File: src/rtl/vram_rect_fill_if.sv
// Command and frame-buffer write-port bundle for vram_rect_fill.
// The slave side is the fill engine and the master side is whoever issues
// rectangle commands and owns the frame buffer.
interface vram_rect_fill_if;
    logic               cmd_valid;
    logic               cmd_ready;
    logic [5:0]         cmd_x;
    logic [5:0]         cmd_y;
    logic [6:0]         cmd_w;
    logic [6:0]         cmd_h;
    logic [7:0]         cmd_color;
    logic               busy;
    logic               done;
    logic               vsync;
    logic signed [31:0] data_address;
    logic signed [7:0]  data_din;
    logic               data_we;

    modport slave (
        input  cmd_valid, cmd_x, cmd_y, cmd_w, cmd_h, cmd_color, vsync,
        output cmd_ready, busy, done, data_address, data_din, data_we
    );

    modport master (
        output cmd_valid, cmd_x, cmd_y, cmd_w, cmd_h, cmd_color, vsync,
        input  cmd_ready, busy, done, data_address, data_din, data_we
    );
endinterface

File: src/rtl/vram_rect_fill.sv
// Rectangle-fill engine for the 64x64 8bpp VGA frame buffer.
// Accepts one command at a time, clips it to the frame and writes one pixel
// per clock in raster order through registered write-port outputs.
// Optional feature: define VRAM_RECT_FILL_VSYNC_WAIT_EN to hold each
// non-empty fill until the next falling edge of the synchronized vsync.
module vram_rect_fill #(
    parameter int C_FB_W = 64,
    parameter int C_FB_H = 64
) (
    input  logic              clk,
    input  logic              reset,
    vram_rect_fill_if.slave   bus
);

    localparam logic [1:0] S_IDLE    = 2'd0;
`ifdef VRAM_RECT_FILL_VSYNC_WAIT_EN
    localparam logic [1:0] S_WAIT_VS = 2'd1;
`endif
    localparam logic [1:0] S_FILL    = 2'd2;
    localparam logic [1:0] S_DONE    = 2'd3;

    localparam logic [7:0] FB_W8 = 8'(C_FB_W);
    localparam logic [7:0] FB_H8 = 8'(C_FB_H);

    logic [1:0]  state_q, state_d;
    logic [5:0]  col_q, col_d;
    logic [5:0]  row_q, row_d;
    logic [5:0]  startCol_q, startCol_d;
    logic [5:0]  lastCol_q, lastCol_d;
    logic [5:0]  lastRow_q, lastRow_d;
    logic [7:0]  color_q, color_d;
    logic        we_q, we_d;
    logic [11:0] addr_q, addr_d;
    logic [7:0]  din_q, din_d;
    logic        done_q, done_d;
    logic [1:0]  vsSync_q;

    logic [7:0]  xExt, yExt, roomX, roomY, effW, effH;

`ifdef VRAM_RECT_FILL_VSYNC_WAIT_EN
    logic        vsPrev_q;
    logic        vsFall;
    assign vsFall = vsPrev_q & ~vsSync_q[1];
`else
    logic        unusedVsync;
    assign unusedVsync = vsSync_q[1];
`endif

    // Clip the incoming command against the frame edges in 8-bit unsigned math.
    always_comb begin
        xExt  = {2'b00, bus.cmd_x};
        yExt  = {2'b00, bus.cmd_y};
        roomX = (xExt >= FB_W8) ? 8'd0 : FB_W8 - xExt;
        roomY = (yExt >= FB_H8) ? 8'd0 : FB_H8 - yExt;
        effW  = ({1'b0, bus.cmd_w} < roomX) ? {1'b0, bus.cmd_w} : roomX;
        effH  = ({1'b0, bus.cmd_h} < roomY) ? {1'b0, bus.cmd_h} : roomY;
    end

    // Next-state logic: accept, optional vsync wait, raster walk and done pulse.
    always_comb begin
        state_d    = state_q;
        col_d      = col_q;
        row_d      = row_q;
        startCol_d = startCol_q;
        lastCol_d  = lastCol_q;
        lastRow_d  = lastRow_q;
        color_d    = color_q;
        we_d       = 1'b0;
        addr_d     = addr_q;
        din_d      = din_q;
        done_d     = 1'b0;

        case (state_q)
            S_IDLE: begin
                if (bus.cmd_valid) begin
                    startCol_d = bus.cmd_x;
                    col_d      = bus.cmd_x;
                    row_d      = bus.cmd_y;
                    lastCol_d  = 6'(xExt + effW - 8'd1);
                    lastRow_d  = 6'(yExt + effH - 8'd1);
                    color_d    = bus.cmd_color;
                    if (effW == 8'd0 || effH == 8'd0) begin
                        state_d = S_DONE;
                        done_d  = 1'b1;
                    end else begin
`ifdef VRAM_RECT_FILL_VSYNC_WAIT_EN
                        state_d = S_WAIT_VS;
`else
                        state_d = S_FILL;
                        we_d    = 1'b1;
`endif
                    end
                end
            end
`ifdef VRAM_RECT_FILL_VSYNC_WAIT_EN
            S_WAIT_VS: begin
                if (vsFall) begin
                    state_d = S_FILL;
                    we_d    = 1'b1;
                end
            end
`endif
            S_FILL: begin
                if (col_q == lastCol_q) begin
                    if (row_q == lastRow_q) begin
                        state_d = S_DONE;
                        done_d  = 1'b1;
                    end else begin
                        col_d = startCol_q;
                        row_d = row_q + 6'd1;
                        we_d  = 1'b1;
                    end
                end else begin
                    col_d = col_q + 6'd1;
                    we_d  = 1'b1;
                end
            end
            S_DONE: begin
                state_d = S_IDLE;
            end
            default: begin
                state_d = S_IDLE;
            end
        endcase

        if (we_d) begin
            addr_d = {row_d, col_d};
            din_d  = color_d;
        end
    end

    // State and write-port registers with synchronous reset.
    always_ff @(posedge clk) begin
        if (reset) begin
            state_q    <= S_IDLE;
            col_q      <= 6'd0;
            row_q      <= 6'd0;
            startCol_q <= 6'd0;
            lastCol_q  <= 6'd0;
            lastRow_q  <= 6'd0;
            color_q    <= 8'd0;
            we_q       <= 1'b0;
            addr_q     <= 12'd0;
            din_q      <= 8'd0;
            done_q     <= 1'b0;
        end else begin
            state_q    <= state_d;
            col_q      <= col_d;
            row_q      <= row_d;
            startCol_q <= startCol_d;
            lastCol_q  <= lastCol_d;
            lastRow_q  <= lastRow_d;
            color_q    <= color_d;
            we_q       <= we_d;
            addr_q     <= addr_d;
            din_q      <= din_d;
            done_q     <= done_d;
        end
    end

    // Two-flop synchronizer bringing vsync into the clk domain (idle level high).
    always_ff @(posedge clk) begin
        if (reset) begin
            vsSync_q <= 2'b11;
        end else begin
            vsSync_q <= {vsSync_q[0], bus.vsync};
        end
    end

`ifdef VRAM_RECT_FILL_VSYNC_WAIT_EN
    // Previous synchronized vsync level, used to spot the start of vertical blank.
    always_ff @(posedge clk) begin
        if (reset) begin
            vsPrev_q <= 1'b1;
        end else begin
            vsPrev_q <= vsSync_q[1];
        end
    end
`endif

    assign bus.cmd_ready    = (state_q == S_IDLE);
    assign bus.busy         = (state_q != S_IDLE);
    assign bus.done         = done_q;
    assign bus.data_we      = we_q;
    assign bus.data_address = $signed({20'd0, addr_q});
    assign bus.data_din     = $signed(din_q);

endmodule

File: src/flat_wrapper.sv
// flat-port wrapper written by rule: the top's interface ports become plain ports
module vram_rect_fill_flat 
#(
    parameter int C_FB_W = 64,
    parameter int C_FB_H = 64
)
  (clk, reset, bus_cmd_valid, bus_cmd_x, bus_cmd_y, bus_cmd_w, bus_cmd_h, bus_cmd_color, bus_vsync, bus_cmd_ready, bus_busy, bus_done, bus_data_address, bus_data_din, bus_data_we);
  vram_rect_fill_if bus_i ();
  input  logic clk;
  input  logic reset;
  input wire logic [$bits(bus_i.cmd_valid)-1:0] bus_cmd_valid;
  input wire logic [$bits(bus_i.cmd_x)-1:0] bus_cmd_x;
  input wire logic [$bits(bus_i.cmd_y)-1:0] bus_cmd_y;
  input wire logic [$bits(bus_i.cmd_w)-1:0] bus_cmd_w;
  input wire logic [$bits(bus_i.cmd_h)-1:0] bus_cmd_h;
  input wire logic [$bits(bus_i.cmd_color)-1:0] bus_cmd_color;
  input wire logic [$bits(bus_i.vsync)-1:0] bus_vsync;
  output wire logic [$bits(bus_i.cmd_ready)-1:0] bus_cmd_ready;
  output wire logic [$bits(bus_i.busy)-1:0] bus_busy;
  output wire logic [$bits(bus_i.done)-1:0] bus_done;
  output wire logic [$bits(bus_i.data_address)-1:0] bus_data_address;
  output wire logic [$bits(bus_i.data_din)-1:0] bus_data_din;
  output wire logic [$bits(bus_i.data_we)-1:0] bus_data_we;
  assign bus_i.cmd_valid = bus_cmd_valid;
  assign bus_i.cmd_x = bus_cmd_x;
  assign bus_i.cmd_y = bus_cmd_y;
  assign bus_i.cmd_w = bus_cmd_w;
  assign bus_i.cmd_h = bus_cmd_h;
  assign bus_i.cmd_color = bus_cmd_color;
  assign bus_i.vsync = bus_vsync;
  assign bus_cmd_ready = bus_i.cmd_ready;
  assign bus_busy = bus_i.busy;
  assign bus_done = bus_i.done;
  assign bus_data_address = bus_i.data_address;
  assign bus_data_din = bus_i.data_din;
  assign bus_data_we = bus_i.data_we;
  vram_rect_fill #(.C_FB_W(C_FB_W), .C_FB_H(C_FB_H)) u_core (.clk(clk), .reset(reset), .bus(bus_i));
endmodule
File: config.mk
export PLATFORM = sky130hd
export DESIGN_NAME = vram_rect_fill_flat
export DESIGN_NICKNAME = d
export VERILOG_FILES = /design/src/rtl/vram_rect_fill_if.sv /design/src/rtl/vram_rect_fill.sv /design/src/flat_wrapper.sv
export SDC_FILE = /design/constraint.sdc
export NUM_CORES = 1
export LEC_CHECK = 0
export CAP_MARGIN = 10
export CORE_MARGIN = 2
export CORE_UTILIZATION = 40
export CTS_CLUSTER_SIZE = 16
export DETAILED_ROUTE_END_ITERATION = 16
export PLACE_DENSITY = 0.6
export SLEW_MARGIN = 5
export SYNTH_ARGS = -nofsm -noshare
export SYNTH_HDL_FRONTEND = slang
export SYNTH_SLANG_ARGS = --single-unit
File: constraint.sdc
create_clock -name clk -period 5.6 [get_ports clk]
set_input_delay 0.56 -clock clk [delete_from_list [all_inputs] [get_ports clk]]
set_output_delay 0.56 -clock clk [all_outputs]
set_load 0.01 [all_outputs]
==> results of run 1 <==
[power breakdown]
part           internal (W)  switching, W
logic              0.000233      0.000275
clock network      0.000256      0.000201
registers          0.000488     0.0000420
[metal layers]
layer	up-vias	share of wire [%]	track usage, %
met4	0	1.8	7.42
met1	1761	44	24.9
li1	1916	-	-
met3	18	5.1	3.38
met2	107	49	33.7
met5	-	0	0
[through the flow]
| stage | instance area (um^2) | hold WS (ns) | worst slack, ns | util, % |
|---|---|---|---|---|
| 6_report | 5170 | 0.461 | 0.833 | 49.7 |
| 5_1_grt | 5170 | 0.470 | 0.477 | 49.7 |
| 4_1_cts | 5170 | 0.457 | 0.811 | 49.7 |
| 3_5_place_dp | 4940 | 0.447 | 0.480 | 47.5 |
| 3_3_place_gp | 4940 | 0.442 | 0.497 | 47.5 |
| 2_1_floorplan | 4400 | 0.433 | 1.36 | - |
[final timing paths]
path	start	end	slack [ns]	cells past startpoint
worst min-delay path	u_core.startCol_q[2]	u_core.startCol_q[2]	0.46	2
worst max-delay path	bus_cmd_y[0]	u_core.lastRow_q[5]	0.83	22
worst min register to register	u_core.startCol_q[2]	u_core.startCol_q[2]	0.46	2
worst max register to register	u_core.col_q[3]	u_core.bus.data_din[1]	2.53	6
[placed cells by master, fill, tap and decap left out, types with 10 or more instances in the layout]
master           instances
a21oi_1                 51
clkdlybuf4s50_1         59
conb_1                  20
dfxtp_1                 62
ha_1                    34
inv_1                   48
mux2_2                  10
nand2_1                 60
nand3_1                 10
nor2_1                  26
nor2b_1                 24
o21ai_0                 14
xnor2_1                 28
[registers in the layout, indices dropped and copies added (netlist names)]
name and count:
u_core.bus.data_we 1, u_core.col_q 6, u_core.lastCol_q 6, u_core.startCol_q 6
u_core.bus.done 1, u_core.row_q 6, u_core.addr_q 12, u_core.color_q 8
u_core.state_q 2, u_core.lastRow_q 6, u_core.bus.data_din 8
[worst min-delay path, cell delays in order (launching register included)]
cell     delay [ns]
dfxtp_1        0.31
nand2_1        0.05
a21oi_1        0.05
[final cells by class]
cell class                 instances  area [um^2]  area share (%)
sequential                        62         1240            24.0
multi-input combinational        397         2730            52.9
clock buffer                       9          124            2.39
timing repair buffer              63          618            11.9
tap                              136          170            3.29
inverter                          48          180            3.48
clock inverter                     7          105            2.03
[cells by family after synthesis]
logic type	count (synthesis)	share of synthesized area, %
flops	62	28.7
simple gates	161	18.2
other cells	1	0.0866
fa+ha+maj	36	10.8
mux	26	7.11
buf+inv	90	9.92
xor+xnor	30	6.07
compound gates	124	19.1
==> flow_metrics.env, run 1 <==
export IMPL_vias=3802
export IMPL_fin_cells=722
export IMPL_grt_overflow_total=0
export IMPL_tightest_slew_ns=0.820
export IMPL_synth_top_cell_by_area="dfxtp_1"
export IMPL_rsz0062_at_grt="false"
export IMPL_die_w_um=108
export IMPL_post_route_period_util_pct=85.1
export IMPL_drt_pass1_iter_count=5
export IMPL_drive_gt1_share_pct=7.85
export IMPL_postCtsHoldBufs=0
export IMPL_cpMostUsedCell="inv_1"
export IMPL_crit_chain="clkdlybuf4s50_1, inv_1, ha_1, nor3b_1, xnor2_1, inv_1, ha_1, nand3_1, a211oi_1, or2_2, mux2i_1, ha_1, inv_1, ha_1, inv_1, fa_1, inv_1, a21o_1, a21oi_1, xnor2_1, xnor2_1, a211oi_1"
export IMPL_crit_type="input port to flip-flop"
export IMPL_clock_sinks=62
export IMPL_yosysWarnings=0
export IMPL_min_path_type="flip-flop to flip-flop"
export IMPL_drc=0
export IMPL_startpoint_type="input port"
export IMPL_nFillCells=1044
export IMPL_ant_nets=0
export IMPL_grt_max_degree=61
export IMPL_p_leak_nw=2.13
export IMPL_io_buffers=60
export IMPL_ir_drop_v=0.000146
export IMPL_cts_buffers=9
export IMPL_async_flop_share_pct=0
export IMPL_io_pins=82
export IMPL_fin_total_pwr_w=0.00150
export IMPL_post_cts_buffers=0
export IMPL_die_area_um2=11700
export IMPL_num_rows=37
export IMPL_cts_resized=0
export IMPL_finalHoldViolations=0
export IMPL_synth_cells=530
export IMPL_grt_pass1_vias=3682
export IMPL_antenna_found_initial=0
export IMPL_netlist_cell_type_count=61
export IMPL_yosys_cell_count_top_type="dfxtp_1"
export IMPL_slew_headroom_pct=45.3
export IMPL_synth_area_leaders="dfxtp_1, ha_1, a21oi_1, xnor2_1, nand2_1"
export IMPL_diodes=0
export IMPL_cap_violations=0
export IMPL_place_hpwl_mm=8.19
export IMPL_clockRootBuffer="clkbuf_8"
export IMPL_initial_utilization_pct=41.5
export IMPL_syn_area_um2=4330
export IMPL_cp_buffers_inverters=6
export IMPL_yosys_area_top_type_share_pct=28.7
export IMPL_worstSetupEndpointType="flip-flop"
export IMPL_cts_clk_slew_worst_paths_ns=0.08
export IMPL_slew_viol_final=0
export IMPL_core_um2=10400
export IMPL_fin_crit_ns=4.77
export IMPL_critPathMaxFanout=8
export IMPL_place_congestion=0.820
export IMPL_die_h_um=108
export IMPL_crit_path_top_delay_cell="clkdlybuf4s50_1"
export IMPL_synth_edf_count=0
export IMPL_nets=655
export IMPL_drt_vias_per_instance=5.27
export IMPL_htreeDepth=3
export IMPL_setup_viol=0
export IMPL_clk_path_buf_depth=2
export IMPL_crit_family="adder cells"
export IMPL_synth_seq_area_share_pct=28.7
export IMPL_cp_slowest_stage_delay_ns=0.62
export IMPL_dp_cells=706
export IMPL_grt_pass1_wl_mm=18.1
export IMPL_power_density_nw_per_um2=289
export IMPL_clock_skew_ns=0.0101
export IMPL_clk_latency_ns=0.35
export IMPL_cp_arrival_ns=5.04
export IMPL_status="finished clean"
export IMPL_grt_usage_pct=19.7
export IMPL_synth_ff_type="dfxtp_1"
export IMPL_drt_iter0_markers=199
export IMPL_avgSynthCellArea_um2=8.17
export IMPL_cp_data_required_time_ns=5.87
export IMPL_wl_mm=10.9
export IMPL_synthTopCellsByCount="dfxtp_1, nand2_1, a21oi_1"
export IMPL_tns_ns=0
export IMPL_clock_fmax_mhz=210
export IMPL_synth_seq_cells=62
export IMPL_cts_tree="yes"
export IMPL_area_growth_pct=19.5
export IMPL_routedWlPerCell_um=15.1
(Power assumes the default switching activity.)
==> run 2, diff against run 1 <==
- CTS_BUF_LIST: unset -> sky130_fd_sc_hd__clkbuf_4 sky130_fd_sc_hd__clkbuf_8 sky130_fd_sc_hd__clkbuf_16
- SETUP_SLACK_MARGIN: unset -> 0.1
==> results of run 2 <==
No change in the layout: final DEF, timing and power equal those of run 1.
==> run 3, diff against run 2 <==
- GPL_ROUTABILITY_DRIVEN: unset -> 0
==> flow_metrics.env, run 3 (synthesized netlist as in run 1, its figures left out) <==
export IMPL_status="finished clean"
export IMPL_tightest_slew_ns=0.965
export IMPL_grt_usage_pct=19.6
export IMPL_post_cts_buffers=0
export IMPL_io_buffers=60
export IMPL_htreeDepth=3
export IMPL_grt_pass1_vias=3682
export IMPL_cts_buffers=9
export IMPL_io_pins=82
export IMPL_routedWlPerCell_um=15.4
export IMPL_initial_utilization_pct=41.5
export IMPL_place_hpwl_mm=8.25
export IMPL_cts_tree="yes"
export IMPL_drt_iter0_markers=169
export IMPL_cp_arrival_ns=5.03
export IMPL_ir_drop_v=0.000126
export IMPL_clockRootBuffer="clkbuf_8"
export IMPL_cpMostUsedCell="inv_1"
export IMPL_rsz0062_at_grt="false"
export IMPL_drt_vias_per_instance=5.34
export IMPL_grt_pass1_wl_mm=18.2
export IMPL_min_path_type="flip-flop to flip-flop"
export IMPL_crit_family="adder cells"
export IMPL_finalHoldViolations=0
export IMPL_post_route_period_util_pct=85.2
export IMPL_core_um2=10400
export IMPL_nets=657
export IMPL_ant_nets=0
export IMPL_die_h_um=108
export IMPL_fin_crit_ns=4.77
export IMPL_clock_skew_ns=0.0133
export IMPL_drc=0
export IMPL_cp_buffers_inverters=5
export IMPL_grt_overflow_total=0
export IMPL_wl_mm=11.1
export IMPL_fin_total_pwr_w=0.00145
export IMPL_area_growth_pct=19.3
export IMPL_tns_ns=0
export IMPL_final_common_cell="dfxtp_1"
export IMPL_fin_util_pct=49.6
export IMPL_slew_viol_final=0
export IMPL_slew_headroom_pct=35.4
export IMPL_setup_viol=0
export IMPL_clock_sinks=62
export IMPL_top_register="u_core.addr_q"
export IMPL_cap_violations=0
export IMPL_largest_reg_flops=12
export IMPL_clk_path_buf_depth=2
export IMPL_drive_gt1_share_pct=8.16
export IMPL_critPathMaxFanout=10
export IMPL_crit_type="input port to flip-flop"
export IMPL_worstSetupEndpointType="flip-flop"
export IMPL_antenna_found_initial=0
export IMPL_clk_latency_ns=0.35
export IMPL_cp_slowest_stage_delay_ns=0.55
export IMPL_crit_path_top_delay_cell="clkdlybuf4s50_1"
export IMPL_num_rows=37
export IMPL_cts_clk_slew_worst_paths_ns=0.08
export IMPL_drt_pass1_iter_count=4
export IMPL_postCtsHoldBufs=0
export IMPL_final_cell_mix="dfxtp_1, nand2_1, clkdlybuf4s50_1, a21oi_1, inv_1"
export IMPL_vias=3864
export IMPL_grt_max_degree=61
export IMPL_clock_fmax_mhz=210
export IMPL_power_density_nw_per_um2=282
export IMPL_die_w_um=108
export IMPL_cp_data_required_time_ns=5.86
export IMPL_fin_cells=724
export IMPL_cts_resized=0
export IMPL_dp_cells=708
export IMPL_startpoint_type="input port"
export IMPL_crit_chain="clkdlybuf4s50_1, or3_1, or3_1, xor2_1, inv_1, ha_1, and3_1, a21oi_2, mux2i_1, ha_1, inv_1, ha_1, inv_1, fa_1, inv_1, a21o_1, a21oi_1, xnor2_1, xnor2_1, a211oi_1"
export IMPL_diodes=0
export IMPL_die_area_um2=11700
export IMPL_p_leak_nw=2.13
-- run 3: through the flow --
stage | setup WS [ns] | area [um^2] | hold slack [ns]
6_report | 0.829 | 5160 | 0.460
5_1_grt | 0.547 | 5160 | 0.478
4_1_cts | 0.814 | 5160 | 0.463
3_5_place_dp | 0.485 | 4960 | 0.452
3_3_place_gp | 0.503 | 4960 | 0.444
2_1_floorplan | 1.36 | 4400 | 0.433
-- run 3: final timing paths --
kind,startpoint,end,slack [ns],depth (start not counted)
max,bus_cmd_x[2],u_core.lastCol_q[5],0.83,20
min,u_core.color_q[0],u_core.color_q[0],0.46,2
max reg2reg,u_core.col_q[4],u_core.addr_q[7],2.49,6
min reg2reg,u_core.color_q[0],u_core.color_q[0],0.46,2
-- run 3: metal layers --
metal / wire length, um / global-route usage (%)
met4: 154 / 5.13
met2: 5510 / 34.1
met5: 0 / 0
met1: 4900 / 25.2
met3: 557 / 3.07
-- run 3: layout make-up --
cell class                 count  area, um^2
clock inverter                 6        67.6
sequential                    62        1240
tap                          136         170
clock buffer                  10         138
multi-input combinational    397        2730
fill                        1018        5250
timing repair buffer          65         633
inverter                      48         180
-- run 3: tightest hold or removal path, stage by stage, from the launching register on --
cell and delay, ns:
dfxtp_1 0.30, nand2_1 0.04, a21oi_1 0.07
-- run 3: report_power, final --
group / internal (W) / switching, W
registers: 0.000488 / 0.0000393
logic: 0.000235 / 0.000280
clock network: 0.000220 / 0.000192
